**config.mk**
```make
export PLATFORM = sky130hd
export DESIGN_NAME = chimp_board_ctrl
export DESIGN_NICKNAME = d
export VERILOG_FILES = /design/src/rtl/chimp_pkg.sv /design/src/rtl/chimp_board_ctrl_place.sv /design/src/rtl/chimp_board_ctrl.sv
export SDC_FILE = /design/constraint.sdc
export NUM_CORES = 1
export LEC_CHECK = 0
export CAP_MARGIN = 10
export CORE_MARGIN = 2
export CORE_UTILIZATION = 45
export CTS_CLUSTER_SIZE = 25
export DETAILED_ROUTE_END_ITERATION = 8
export PLACE_DENSITY = 0.71
export SYNTH_ARGS = -nofsm -noshare
export SYNTH_HDL_FRONTEND = slang
export SYNTH_SLANG_ARGS = --single-unit
```
**constraint.sdc**
```tcl
create_clock -name clk -period 5.15 [get_ports clk]
set_clock_uncertainty 0.2 [all_clocks]
set_input_delay 1.03 -clock clk [delete_from_list [all_inputs] [get_ports clk]]
set_output_delay 1.03 -clock clk [all_outputs]
set_load 0.005 [all_outputs]
```
**src/rtl/chimp_pkg.sv**
```systemverilog
`default_nettype none
// ============================================================================
// Module   : chimp_pkg
// Brief    : Shared state encoding, cell field offsets and level clamp helper
//            for the chimp board controller.
// Revision : 1.0 - initial parametrised release
// ============================================================================
package chimp_pkg;

    typedef enum logic [2:0] {
        S_IDLE  = 3'd0,
        S_CLEAR = 3'd1,
        S_PLACE = 3'd2,
        S_PLAY  = 3'd3,
        S_WIN   = 3'd4,
        S_FAIL  = 3'd5
    } state_t;

    // Cell layout is {active, shown, num}; num sits at the bottom.
    localparam int NUM_LSB = 0;

    function automatic int shown_bit(input int num_w);
        return NUM_LSB + num_w;
    endfunction

    function automatic int active_bit(input int num_w);
        return NUM_LSB + num_w + 1;
    endfunction

    function automatic int max_level(input int ncells, input int num_w);
        int lim;
        lim = (1 << num_w) - 1;
        return (ncells < lim) ? ncells : lim;
    endfunction

    function automatic int clamp_level(input int level, input int max_lvl);
        if (level == 0)
            return 1;
        else if (level > max_lvl)
            return max_lvl;
        else
            return level;
    endfunction

endpackage
`default_nettype wire

```
**src/rtl/chimp_board_ctrl_place.sv**
```systemverilog
`default_nettype none
// ============================================================================
// Module   : chimp_place_unit
// Brief    : Accept/reject of one placement candidate taken from the random
//            word, against the current active-bit vector.
// Revision : 1.0 - initial parametrised release
// ============================================================================
module chimp_place_unit
    import chimp_pkg::*;
#(
    parameter int NCELLS = 9,
    parameter int IDX_W  = 4,
    parameter int RAND_W = 8
) (
    input  logic [RAND_W-1:0] randNum,
    input  logic [NCELLS-1:0] active,
    output logic [IDX_W-1:0]  cand,
    output logic              accept
);

    logic w_in_range;
    logic w_taken;

    assign cand = randNum[IDX_W-1:0];

    generate
        if (RAND_W > IDX_W) begin : g_rand_spare
            logic w_unused_rand;
            assign w_unused_rand = ^randNum[RAND_W-1:IDX_W];
        end
    endgenerate

    // Matching against each real cell doubles as the cand<NCELLS range check.
    always_comb begin
        w_in_range = 1'b0;
        w_taken    = 1'b0;
        for (int i = 0; i < NCELLS; i++) begin
            if (cand == i[IDX_W-1:0]) begin
                w_in_range = 1'b1;
                w_taken    = active[i];
            end
        end
    end

    assign accept = w_in_range & ~w_taken;

endmodule
`default_nettype wire

```
**src/rtl/chimp_board_ctrl.sv**
```systemverilog
`default_nettype none
// ============================================================================
// Module   : chimp_board_ctrl
// Brief    : ROWS x COLS chimp memory-game board: random placement of 1..level,
//            ordered pick scoring. Define CHIMP_STRIKES_EN for strike counting.
// Revision : 1.0 - initial parametrised release
// ============================================================================
module chimp_board_ctrl
    import chimp_pkg::*;
#(
    parameter int ROWS        = 3,
    parameter int COLS        = 3,
    parameter int NUM_W       = 5,
    parameter int RAND_W      = 8,
    parameter int MAX_STRIKES = 3,
    localparam int NCELLS     = ROWS * COLS,
    localparam int IDX_W      = $clog2(NCELLS),
    localparam int CELL_W     = NUM_W + 2
) (
    input  logic                     clk,
    input  logic                     iKey0,
    input  logic                     start,
    input  logic [NUM_W-1:0]         level,
    input  logic [RAND_W-1:0]        randNum,
    input  logic                     pick_valid,
    input  logic [IDX_W-1:0]         pick_idx,
    output logic [NCELLS*CELL_W-1:0] board,
    output logic                     busy,
    output logic                     playing,
    output logic                     win,
    output logic                     fail,
    output logic [NUM_W-1:0]         expected,
    output logic [1:0]               strikes
);

    localparam int             MAX_LVL    = max_level(NCELLS, NUM_W);
    localparam int             SHOWN_BIT  = shown_bit(NUM_W);
    localparam int             ACTIVE_BIT = active_bit(NUM_W);
    localparam logic [NUM_W-1:0] c_one    = NUM_W'(1);

    state_t            r_state;
    logic [NUM_W-1:0]  r_num [NCELLS];
    logic [NCELLS-1:0] r_active;
    logic [NCELLS-1:0] r_shown;
    logic [NUM_W-1:0]  r_lvl;
    logic [NUM_W-1:0]  r_placed;
    logic [NUM_W-1:0]  r_expected;

    logic [IDX_W-1:0]  w_cand;
    logic              w_accept;
    logic [NUM_W-1:0]  w_placed_nxt;
    logic [NUM_W-1:0]  w_lvl_clamped;
    logic              w_pick_hit;
    logic [NUM_W-1:0]  w_pick_num;

    chimp_place_unit #(
        .NCELLS (NCELLS),
        .IDX_W  (IDX_W),
        .RAND_W (RAND_W)
    ) u_place (
        .randNum (randNum),
        .active  (r_active),
        .cand    (w_cand),
        .accept  (w_accept)
    );

    assign w_placed_nxt  = r_placed + c_one;
    assign w_lvl_clamped = NUM_W'(clamp_level(int'(level), MAX_LVL));

    // Picks outside the grid never match a cell and so read as inactive.
    always_comb begin
        w_pick_hit = 1'b0;
        w_pick_num = '0;
        for (int i = 0; i < NCELLS; i++) begin
            if (pick_idx == i[IDX_W-1:0]) begin
                w_pick_hit = r_active[i];
                w_pick_num = r_num[i];
            end
        end
    end

`ifdef CHIMP_STRIKES_EN
    localparam logic [1:0] c_max_strikes = 2'(MAX_STRIKES);
    logic [1:0] r_strikes;
    logic [1:0] w_strikes_nxt;
    assign w_strikes_nxt = r_strikes + 2'd1;
    assign strikes       = r_strikes;
`else
    assign strikes = 2'b00;
`endif

    always_ff @(posedge clk) begin
        if (iKey0) begin
            r_state    <= S_IDLE;
            r_active   <= '0;
            r_shown    <= '0;
            r_lvl      <= c_one;
            r_placed   <= '0;
            r_expected <= c_one;
            for (int i = 0; i < NCELLS; i++)
                r_num[i] <= '0;
`ifdef CHIMP_STRIKES_EN
            r_strikes  <= 2'd0;
`endif
        end else if (start) begin
            r_lvl   <= w_lvl_clamped;
            r_state <= S_CLEAR;
        end else begin
            case (r_state)
                S_CLEAR: begin
                    r_active   <= '0;
                    r_shown    <= '0;
                    r_placed   <= '0;
                    r_expected <= c_one;
                    for (int i = 0; i < NCELLS; i++)
                        r_num[i] <= '0;
`ifdef CHIMP_STRIKES_EN
                    r_strikes  <= 2'd0;
`endif
                    r_state    <= S_PLACE;
                end
                S_PLACE: begin
                    if (w_accept) begin
                        for (int i = 0; i < NCELLS; i++) begin
                            if (w_cand == i[IDX_W-1:0]) begin
                                r_num[i]    <= w_placed_nxt;
                                r_active[i] <= 1'b1;
                                r_shown[i]  <= 1'b1;
                            end
                        end
                        r_placed <= w_placed_nxt;
                        if (w_placed_nxt == r_lvl)
                            r_state <= S_PLAY;
                    end
                end
                S_PLAY: begin
                    if (pick_valid && w_pick_hit) begin
                        if (w_pick_num == r_expected) begin
                            r_shown <= '0;
                            for (int i = 0; i < NCELLS; i++) begin
                                if (pick_idx == i[IDX_W-1:0])
                                    r_active[i] <= 1'b0;
                            end
                            if (r_expected == r_lvl)
                                r_state <= S_WIN;
                            else
                                r_expected <= r_expected + c_one;
                        end else begin
`ifdef CHIMP_STRIKES_EN
                            r_strikes <= w_strikes_nxt;
                            if (w_strikes_nxt == c_max_strikes)
                                r_state <= S_FAIL;
`else
                            r_state <= S_FAIL;
`endif
                        end
                    end
                end
                default: ;
            endcase
        end
    end

    assign busy     = (r_state == S_CLEAR) || (r_state == S_PLACE);
    assign playing  = (r_state == S_PLAY);
    assign win      = (r_state == S_WIN);
    assign fail     = (r_state == S_FAIL);
    assign expected = r_expected;

    generate
        for (genvar gi = 0; gi < NCELLS; gi++) begin : g_board
            assign board[gi*CELL_W + ACTIVE_BIT]          = r_active[gi];
            assign board[gi*CELL_W + SHOWN_BIT]           = r_shown[gi];
            assign board[gi*CELL_W + NUM_LSB +: NUM_W]    = r_num[gi];
        end
    endgenerate

endmodule
`default_nettype wire

```
* After elaboration in Yosys (flattened, before gate mapping) *
Memory sizes are Yosys's and may differ from the RTL's.
Index checks and enable logic that the tools add are counted.

storage, ports and cells
  input port bits = 21
  memories = 1
  output and inout bits = 74
  word-level logic and storage cells = 285
  flip-flop bits (word level) = 36
  bits in read-only memories = 0
  latch bits = 0
  bits in writable memories = 45

memory list
  memory  words  width  rd ports  clocked after Yosys merged registers in  write ports  RTL line                source
  r_num   9      5      9         0                                        9            chimp_board_ctrl.sv:42  logic [NUM_W-1:0] r_num [NCELLS];

operators by class
  equal/unequal tests = 52
  reductions and logical operators = 32
  multiply operators = 0
  $add $sub $neg = 2
  shift operators = 0
  divide/modulo/power cells = 0
  muxes and demuxes = 153
  magnitude comparators = 1
  bitwise operators = 21

operators with widths
  operator                                                       number
  2-to-1 mux 5 bit                                               33
  2-to-1 mux 1 bit                                               105
  AND reduction 7 bit                                            9
  case mux 9 bit (3 select lines)                                2
  AND reduction 6 bit                                            9
  2-to-1 mux 9 bit                                               5
  equality test 4 x 3 -> 1 bit, second input constant            8
  inequality test 2 x 1 -> 1 bit, second input constant          12
  inequality test 2 bit, second input constant                   11
  case mux 5 bit (2 select lines)                                2
  OR 1 bit                                                       18
  equality test 4 x 2 -> 1 bit, second input constant            4
  equality test 5 bit                                            3
  2-to-1 mux 3 bit                                               5
  AND reduction 5 bit                                            3
  adder 5 x 1 -> 5 bit, second input constant                    2
  inequality test 3 x 2 -> 1 bit, second input constant          3
  case mux 3 bit (3 select lines)                                1
  equality test 4 x 1 -> 1 bit, second input constant            2
  equality test 4 bit, second input constant                     2
  zero test 4 bit                                                2
  equality test 3 x 2 -> 1 bit, second input constant            2
  equality test 3 bit, second input constant                     2
  greater-than comparator 5 x 4 -> 1 bit, second input constant  1
  other kinds (13)                                               15

* Depth between registers and ports, before layout *
  depth in word-level cells = 18
  mapped depth = 12
  gate-level depth less buffers = 8

* Modules after synthesis *
A second synthesis with hierarchy kept.

second synthesis, totals
  cells, all modules = 404
  area, all modules = 4250.3 um2

modules (own cells, without submodules)
  module            times used  sequential area each (um2)  cells an instance  area each (um2)
  chimp_board_ctrl  1           2072.0                      391                4135.2
  chimp_place_unit  1           0.0                         13                 115.1

* Worst setup path after synthesis *
Ideal clock, no wire load.

  path kind = input-to-reg
  from = in randNum[0]
  to = mem r_num[0][0] (enable)
  buffers on the path = 2
  data required time = 4574 ps
  setup time = 376 ps
  slack = 1339 ps
  arrival time = 3234 ps
  stages on the path = 8
  cells stage by stage = buf_2 -> mux4_2 -> mux2i_1 -> a21oi_1 -> or4_1 -> clkbuf_1 -> nand2b_1 -> o31ai_1

RTL lines
  item                RTL line                source
  start: declaration  chimp_board_ctrl.sv:24  input logic [RAND_W-1:0] randNum,
  end: declaration    chimp_board_ctrl.sv:42

* Worst setup path in the final report *
  from = in pick_idx[1]
  to = reg r_active[3]

between the ends
  longest elaborated chain between the ends = 13
  elaborated cells on any way between the ends = 33
  those cells by class = 12 x eq/ne; 18 x mux; 3 x reduce/logical

ends and longest elaborated chain
  item                                                                      RTL line                                          source
  start: declaration                                                        chimp_board_ctrl.sv:26                            input logic [IDX_W-1:0] pick_idx,
  zero test 4 bit                                                           chimp_board_ctrl.sv:75                            if (pick_idx == i[IDX_W-1:0]) begin
  2-to-1 mux 5 bit / 2-to-1 mux 1 bit (equally long branches) (9 in a row)  chimp_board_ctrl.sv:75
  equality test 5 bit / logical AND 1 bit (equally long branches)           chimp_board_ctrl.sv:138, chimp_board_ctrl.sv:137
  inequality test 2 x 1 -> 1 bit (no source line)                           --
  AND reduction 7 bit (no source line) (*)                                  --
  end signal: assignment                                                    chimp_board_ctrl.sv:95                            r_active <= '0;
  end signal: indexed assignment                                            chimp_board_ctrl.sv:127                           r_active[i] <= 1'b1;
  end signal: indexed assignment                                            chimp_board_ctrl.sv:142                           r_active[i] <= 1'b0;
  end: declaration                                                          chimp_board_ctrl.sv:43                            logic [NCELLS-1:0] r_active;

Mark *: on every way between the ends. The rest lies on a longest branch, timed or not.
A chain may end at the register's enable or synchronous reset.

==> flow_summary.ini <==
[route]
wl_per_cell_um = 18.4
drt-pass1-iter-count = 5
drcViolationCount = 0
ant_nets = 0
viasPerCell = 5.85
routed_wl_um = 12200
drtIter0Drc = 237
vias = 3876

[global_route]
use_met3_pct = 3.86
antenna_found_initial = 0
grt_pass1_vias = 3628
grt_max_degree = 22
gr-total-overflow = 0
grt_pass1_wl_um = 19100
top_usage_layer = met2
grtUsageMet1_pct = 32.8
grt_use_met2_pct = 37.9
grtUsageTotal_pct = 23.7

[layout]
fillCellCount = 871
final_area_um2 = 5650
drive_gt1_share_pct = 11.3
syn2layout_area_growth_pct = 28.0
diodes = 0
fin_nets = 548

[critical_path]
required_ns = 5.25
r2r_end = expected[4]
endpoint_kind = flop
crit_type = in -> reg
ff2ff_setup_slack_ns = 1.62
reg2regPathDepth = 7
critPathMaxFanout = 19
r2r-start = r_state[0]
arrival_ns = 4.33
crit_path_start_kind = primary input

[synthesis]
syn-cell-area_um2 = 4420
synth_top_family_by_area = compound AO/OA/AOI/OAI gates
ys_seq_elements = 81
synthArstFlopShare_pct = 0
synthFlopType = edfxtp_1
synth_enable_flop_cells = 45
synth_area_per_cell_um2 = 10.2
yosysSeqAreaShare_pct = 46.9
yosysWarnings = 0
synthSimpleGateAreaFrac_pct = 17.2
synth_xor_xnor_area_share_pct = 3.74
synth_compound_gate_area_share_pct = 21.9
ys_types = 69
synthMuxAreaShare_pct = 4.67
syn_inst = 431
synthAdderAreaFrac_pct = 0.567

[die]
row_count = 36
die_area_um2 = 10600
start_util_pct = 45.8
coreArea_um2 = 9640
chipWidth_um = 103
pin_count = 95
die_h_um = 103

[cts]
ctsResizeCount = 0
cts_hold_buf = 0
cts_tree = yes
cts_htree_levels = 3
post-cts-setup-buffers = 0
clock_path_buffers = 2
insertion_delay_ns = 0.36
clkSinkCount = 81
numCtsBuffers = 9
clk_pin_slew_ns = 0.08
cts_root_buf = clkbuf_8

[sta]
tightest_slew_ns = 0.828
max_slew_margin_pct = 44.6
hold_violations = 0
worst_hold_slack_ns = 0.278
fin_setup_tns_ns = 0
fin_crit_sh_pct = 82.1
setup_viol = 0
fmax_mhz = 237
drv_slew = 0
rsz0062_at_grt = no
finalWorstPathRequiredPeriod_ns = 4.23

[power_and_ir_drop]
vdd_drop_max_mv = 0.126
power_density_nw_per_um2 = 269
leakagePower_uw = 0.00202
p_total_uw = 1520

[min_path]
hold_start = r_shown[8]
worstHoldEndpoint = r_shown[8]
hold_path_depth = 1
hp-class = reg -> reg

[placement]
gp_congestion = 0.906
portBuffers = 88
dpl.hpwl_um = 9100
dpl_cell_area_um2 = 5460

[run]
cap_violations = 0

[status]
status = complete, no violations
layer usage:
layer / up-vias / share of wire [%]
met5: - / 0
met3: 24 / 7.1
met1: 1871 / 43
met4: 0 / 2.4
met2: 172 / 47
li1: 1809 / -
logic make-up (layout without fill, tap and decap cells):
family,after synthesis,count (layout)
flops,81,81
buf+inv,40,138
fa+ha+maj,2,2
xor+xnor,18,18
simple gates,138,138
mux,18,18
other cells,1,2
compound gates,133,133
worst max-delay path by stage:
| stage | startpoint | end | slack, ns | cells after the start |
|---|---|---|---|---|
| after floorplan | randNum[0] | r_num[0][0] | 1.34 | 8 |
| after global placement | randNum[0] | r_num[0][27] | 0.67 | 6 |
| after detailed placement | randNum[0] | r_num[0][2] | 0.60 | 8 |
| after CTS | pick_idx[1] | r_active[3] | 0.97 | 11 |
| after global routing | pick_idx[1] | r_active[4] | 0.77 | 10 |
| final | pick_idx[1] | r_active[3] | 0.92 | 11 |
cell usage after synthesis (3+ instances only):
master	count	share of area [%]
nor3_1	12	1.4
o21ai_0	20	2.3
nand2_1	16	1.4
nor2b_1	11	1.6
and2_1	3	0.42
buf_2	6	0.68
or2_2	6	0.85
xnor2_1	10	2.0
nand3_1	12	1.4
o21a_1	11	1.9
nor2_1	32	2.7
mux2i_1	15	3.4
nand3b_1	5	0.85
o221a_1	7	1.8
inv_1	12	1.0
a21oi_1	28	3.2
clkbuf_1	12	1.0
edfxtp_1	45	31
buf_4	4	0.68
o211ai_1	3	0.51
dfxtp_1	36	16
o31ai_1	5	0.85
nand2b_1	11	1.6
nor4_1	3	0.42
a211oi_1	18	3.1
xor2_1	7	1.4
a2111oi_2	3	1.0
a31oi_1	7	0.99
o21ai_1	3	0.34
or3_1	6	0.85
nor3b_1	5	0.85
buf_6	6	1.5
state kept, by name (all words and copies together), names as in the netlist:
register / count
r_num: 45
r_active: 9
r_shown: 9
expected: 5
r_lvl: 5
r_placed: 5
r_state: 3
layout make-up:
| class | count | area (um^2) | area share [%] |
|---|---|---|---|
| repair buffers | 110 | 1050 | 18.5 |
| well taps | 133 | 166 | 2.94 |
| clock buffers | 9 | 124 | 2.19 |
| flip-flops and latches | 81 | 2070 | 36.6 |
| inverters | 12 | 45.0 | 0.797 |
| multi-input cells | 311 | 2130 | 37.7 |
| clock inverters | 7 | 70.1 | 1.24 |
worst max-delay path, cell delays in order:
cell,delay [ns]
clkdlybuf4s50_1,0.94
buf_4,0.32
mux2i_1,0.25
o21ai_0,0.16
o31ai_1,0.12
a31oi_1,0.15
xnor2_1,0.37
nand4_2,0.24
buf_4,0.25
a211oi_1,0.26
o221a_1,0.22
stage by stage:
step | util, % | setup slack (ns) | instances
5_1_grt | 58.7 | 0.775 | 663
2_1_floorplan | - | 1.34 | 432
4_1_cts | 58.7 | 0.975 | 663
3_3_place_gp | 56.6 | 0.668 | 647
6_report | 58.7 | 0.923 | 663
3_5_place_dp | 56.6 | 0.601 | 647
cell usage in the layout (no fill, tap or decap), types with 5 or more instances in the layout:
| cell type | instances |
|---|---|
| buf_4 | 22 |
| xnor2_1 | 10 |
| or2_2 | 6 |
| nand2_1 | 16 |
| clkbuf_8 | 9 |
| nand2b_1 | 11 |
| edfxtp_1 | 45 |
| nand3_1 | 12 |
| nor2b_1 | 11 |
| a31oi_1 | 7 |
| o21a_1 | 11 |
| o21ai_0 | 20 |
| or3_1 | 6 |
| o31ai_1 | 5 |
| clkdlybuf4s50_1 | 88 |
| mux2i_1 | 15 |
| a211oi_1 | 18 |
| o221a_1 | 7 |
| nor3_1 | 12 |
| xor2_1 | 7 |
| nor3b_1 | 5 |
| nand3b_1 | 5 |
| a21oi_1 | 28 |
| nor2_1 | 32 |
| dfxtp_1 | 36 |
| inv_1 | 12 |
where the power goes:
part | internal (uW) | leakage, uW | switching [uW] | total, uW
clock | 223 | 0.0000909 | 247 | 471
sequential | 720 | 0.000766 | 32.4 | 753
combinational | 147 | 0.00116 | 149 | 296
Note: power is estimated with default switching activity, not from simulation.
==> patch 1, RTL diff (same settings) <==
Set the parameter `ROWS` to 6 (it was 3).
--- a/src/rtl/chimp_board_ctrl.sv
+++ b/src/rtl/chimp_board_ctrl.sv
@@ -8,7 +8,7 @@
 module chimp_board_ctrl
     import chimp_pkg::*;
 #(
-    parameter int ROWS        = 3,
+    parameter int ROWS        = 6,
     parameter int COLS        = 3,
     parameter int NUM_W       = 5,
     parameter int RAND_W      = 8,
Ports: changed (resized board and pick_idx); port bits go from 95 to 159. The function was not compared with the original's and may differ.
==> patch 1 against the original RTL <==
  * Critical path depth rose by 1
  * Largest power group unchanged
  * Die area rose by 80%
  * Final area rose by 85%
  * Total power rose by 96%
  * Setup slack got worse by 370 ps
  * Synthesized area rose by 84%
  * Non-clock buffer count rose by 81
  * Sequential power rose by 79%
  * Routed wire length rose by 130%
  * Sequential cell count rose by 63
  * Combinational power rose by 46%
==> patch 1: results (changes against the original RTL) <==
Run status
  • Outcome: finished clean

Placed design
  • Placed cell area: 9870 um2 (+81%)
  • Post-DP HPWL: 20100 um (+120%)
  • IO buf count: 153 (+74%)
  • Placer congestion estimate: 0.946 (+4.4%)

Global route
  • Largest net degree at the start of global routing: 34 (+55%)
  • First-pass GRT wire length: 42500 um (+120%)

Synth
  • Synth cell types: 93 (+35%)
  • Post-synthesis adder-cell area fraction: 0.00432 (-0.00134)
  • Post-synthesis xor/xnor area fraction: 0.0215 (-0.0159)
  • Synth Area in Compound Gates: 0.191 (-0.0284)
  • Post-synth EDFFs: 90 (+100%)
  • Seq/Total Area, Yosys: 0.467 (-0.00246)
  • Area contributors post-synth: edfxtp_1 (33%), dfxtp_1 (13%), nor2_1 (6.3%), nand2_1 (3.3%), a21oi_1 (3.3%)

Route
  • Pre-antenna DRT Iters: 8 (+3)
  • DR vias: 7964 (+110%)

Layout
  • Share of post-route cells with drive strength above 1: 0.112 (-0.00167)
  • Final nets: 1042 (+90%)

Clock network
  • Clock latency on the worst-skew pair: 430 ps (+70 ps)
  • H-tree depth: 4 (+1)
  • Root Driver: clkbuf_16

Worst setup path
  • CP Launch Point: pick_idx[4]
  • R2r worst-path depth: 10 (+3)
  • Max incr delay on CP: 770 ps (-170 ps)
  • R2r setup slk: 1840 ps (+220 ps)

Min path
  • Hold Path Origin: r_shown[10]$_SDFFE_PP0P_
  • WHS Endpoint: r_shown[10]$_SDFFE_PP0P_

Timing
  • Final hold slack: 245 ps (-32.2 ps)
  • Rel. slew slack: 0.288 (-0.158)

Power and ir drop
  • Max IR drop VDD: 252 uV (+100%)
  • Switch share: 0.275 (-0.00746)
patch 1: cells by family after synthesis:
kind of cell,after synthesis
compound gates,218
buf+inv,110
simple gates,365
fa+ha+maj,3
xor+xnor,19
other cells,1
flops,144
mux,24
patch 1: cell type report:
class / count / area [um2]
Timing Repair Buffer: 191 / 1810
Clock buffer: 18 / 429
Clock inverter: 14 / 134
Tap cell: 229 / 287
Inverter: 33 / 124
Multi-Input combinational cell: 631 / 3870
Sequential cell: 144 / 3780
Fill cell: 1526 / 7410
patch 1: metrics by stage:
stage | cells | power, mW | utilization | worst slack, ps
after global routing | 1260 | 3.05 | 0.585 | 421
after CTS | 1260 | 2.96 | 0.585 | 693
final | 1260 | 2.98 | 0.585 | 552
after detailed placement | 1228 | 1.79 | 0.553 | 263
after floorplan | 885 | 1.57 | - | 1340
after global placement | 1228 | 1.79 | 0.553 | 276
patch 1: power groups by stage:
| stage | combinational [mW] | clock (mW) | sequential [mW] |
|---|---|---|---|
| 2_1_floorplan | 0.218 | 0 | 1.35 |
| 3_3_place_gp | 0.419 | 0 | 1.37 |
| 3_5_place_dp | 0.423 | 0 | 1.37 |
| 4_1_cts | 0.426 | 1.19 | 1.35 |
| 5_1_grt | 0.459 | 1.24 | 1.35 |
| 6_report | 0.433 | 1.20 | 1.35 |
patch 1: routing by layer:
layer,share of wire,vias up,global-route usage
met1,0.42,3820,0.421
met4,0.028,0,0.0977
met2,0.44,575,0.426
li1,-,3505,-
met5,0,-,0
met3,0.11,64,0.0540
patch 1: worst reg2reg max path, delay by kind of cell, from the launching register on:
kind                   cells  cell delay [ps]
AOI/OAI and AO/OA          5             1030
muxes                      1              310
buffers and inverters      1              300
and+or+nand+nor            3              940
DFF                        1              430
==> patch 2, RTL diff (same settings) <==
Made on the original files. Put a register stage on the outputs `busy`, `playing`, `win` and `fail`, without a reset. The values now appear one clock later. The other outputs are not delayed to match.
--- a/src/rtl/chimp_board_ctrl.sv
+++ b/src/rtl/chimp_board_ctrl.sv
@@ -161,10 +161,12 @@
         end
     end
 
-    assign busy     = (r_state == S_CLEAR) || (r_state == S_PLACE);
-    assign playing  = (r_state == S_PLAY);
-    assign win      = (r_state == S_WIN);
-    assign fail     = (r_state == S_FAIL);
+    always_ff @(posedge clk) begin
+        busy    <= (r_state == S_CLEAR) || (r_state == S_PLACE);
+        playing <= (r_state == S_PLAY);
+        win     <= (r_state == S_WIN);
+        fail    <= (r_state == S_FAIL);
+    end
     assign expected = r_expected;
 
     generate
Check against the original RTL: not equivalent (Yosys sat finds a counterexample within 4 cycles, from zero or initial values).
==> patch 2 against the original RTL <==
  * Final area about the same
  * Routed wire length up 1.2%
  * Setup slack worse by 230 ps
  * Total power up 0.27%
  * Sequential cell count up 4
  * Highest routed layer unchanged
  * Largest power group unchanged
  * Core utilization about the same
  * Synthesized area down 0.48%
==> patch 2: results (changes against the original RTL) <==
Clock network
  • Root Driver: clkbuf_8
  • Hold-fix buffers at CTS: 0 (unchanged)
  • CTS Buf Count: 9 (unchanged)
  • Post-CTS Setup Inserts: 0 (unchanged)
  • Clock latency on the worst-skew pair: 360 ps (about the same)
  • CTS Buffer Depth: 2 (unchanged)
  • Post-CTS Resized: 0 (unchanged)
  • Clock-pin slew on the worst setup and hold paths: 90 ps
  • H-tree depth: 3 (unchanged)

Synth
  • Seq/Total Area, Yosys: 0.490 (+0.0205)
  • Mapped Cells: 427 (-0.93%)
  • Commonest cells in the netlist: edfxtp_1 (45), dfxtp_1 (40), nor2_1 (37), a21oi_1 (29), o21ai_0 (25)
  • Post-synth EDFFs: 45 (unchanged)
  • Area contributors post-synth: edfxtp_1 (31%), dfxtp_1 (18%), a21oi_1 (3.3%), nor2_1 (3.2%), o21ai_0 (2.8%)
  • Synth cell types: 74 (+7.2%)
  • Yosys warns: 0 (unchanged)
  • Synth async-reset ratio: 0 (unchanged)

Min path
  • HP Class: reg2reg

Global route
  • First-pass GRT wire length: 19000 um (-0.32%)
  • Vias in the first global route: 3709 (+2.2%)
  • Overall routing resource usage: 0.240 (+0.00219)
  • Initial antenna violation count: 0 (unchanged)
  • Largest net degree at the start of global routing: 24 (+9.1%)

Power and ir drop
  • P_clk: 0.534 mW (+13%)
  • Max IR drop VDD: 165 uV (+31%)
  • Switch share: 0.262 (-0.0199)
  • Leak: 2.00 nW (-1.3%)
  • Part of the power in registers: 0.501 (+0.006)
  • Part of the power in the clock network: 0.350 (+0.040)

Run status
  • Outcome: finished clean

Timing
  • Worst-Margin Slew: 869 ps (+40.6 ps)

Worst setup path
  • Worst Path Required: 5210 ps (-40 ps)
  • CP max-delay cell: clkdlybuf4s50_1
  • CP arrival: 4520 ps (+190 ps)
  • Critical path's top delay family: compound AO/OA/AOI/OAI gates
  • Crit-path max FO: 16 (-3)
  • Max incr delay on CP: 890 ps (-50 ps)

Layout
  • Fillers: 829 (-4.8%)
  • Seq. cell area: 2150 um2 (+3.9%)
  • Final nets: 541 (-1.3%)
  • Share of post-route cells with drive strength above 1: 0.119 (+0.00534)
  • Finished Layout Cells: 656 (-1.1%)
  • Antenna diode count: 0 (unchanged)
  • Regs by FF count: r_num: 45 flops, r_active: 9 flops, r_shown: 9 flops

Route
  • Number of DRC markers in iteration 0: 285 (+20%)
  • Pre-antenna DRT Iters: 5 (unchanged)
  • DR WL/cell: 18.8 um (+2.3%)
  • Via-to-Cell Ratio: 5.88 (+0.55%)

Placed design
  • Placed cell area: 5440 um2 (-0.41%)
  • Placer congestion estimate: 0.983 (+8.5%)
  • Post-DP HPWL: 9220 um (+1.3%)
  • DP Cell Count: 640 (-1.1%)
  • IO buf count: 88 (unchanged)
-- patch 2: final timing paths --
check	to	cells after the start	start	slack [ps]
max	r_active[3]$_SDFFE_PP0P_	10	pick_idx[0]	690
min	r_shown[8]$_SDFFE_PP0P_	1	r_shown[8]$_SDFFE_PP0P_	280
max reg2reg	r_num[0][44]$_DFFE_PP_	7	r_active[1]$_SDFFE_PP0P_	1960
min reg2reg	r_shown[8]$_SDFFE_PP0P_	1	r_shown[8]$_SDFFE_PP0P_	280
-- patch 2: final cells by class --
cell class | instances | share of cell area
clock buffers | 9 | 0.0219
clock inverters | 7 | 0.0170
inverters | 12 | 0.00796
multi-input cells | 303 | 0.362
flip-flops and latches | 85 | 0.380
well taps | 133 | 0.0294
repair buffers | 107 | 0.181
-- patch 2: stage by stage --
stage               setup slack, ps  hold WS, ps
floorplan                      1330          265
global placement                470          254
detailed placement              444          260
CTS                             780          285
global route                    577          301
finish                          691          281
-- patch 2: worst reg2reg max path, stage by stage, from the launching register on --
cell and delay [ps]:
dfxtp_1 380, mux4_2 460, nor2b_1 140, o31ai_1 430, nand3b_1 370, inv_1 160
nand2_1 130, nor2_1 620
-- patch 2: per-layer routing --
layer	global-route usage	vias up	wire length (um)	part of all wire
met5	0	-	0	0
met4	0.103	0	365	0.030
met3	0.0495	26	1090	0.088
met2	0.379	208	5790	0.47
met1	0.322	1861	5100	0.41
li1	-	1761	-	-
-- patch 2: logic make-up (layout without fill, tap and decap cells) --
kind of cell,after synthesis,after routing,synth area share
muxes,15,15,0.0407
xor gates and xnor gates,18,18,0.0376
DFF,85,85,0.490
and+or+nand+nor,153,153,0.191
AOI/OAI and AO/OA,113,113,0.190
other,1,2,0.000853
buffers and inverters,40,135,0.0447
adders and majority gates,2,2,0.00569
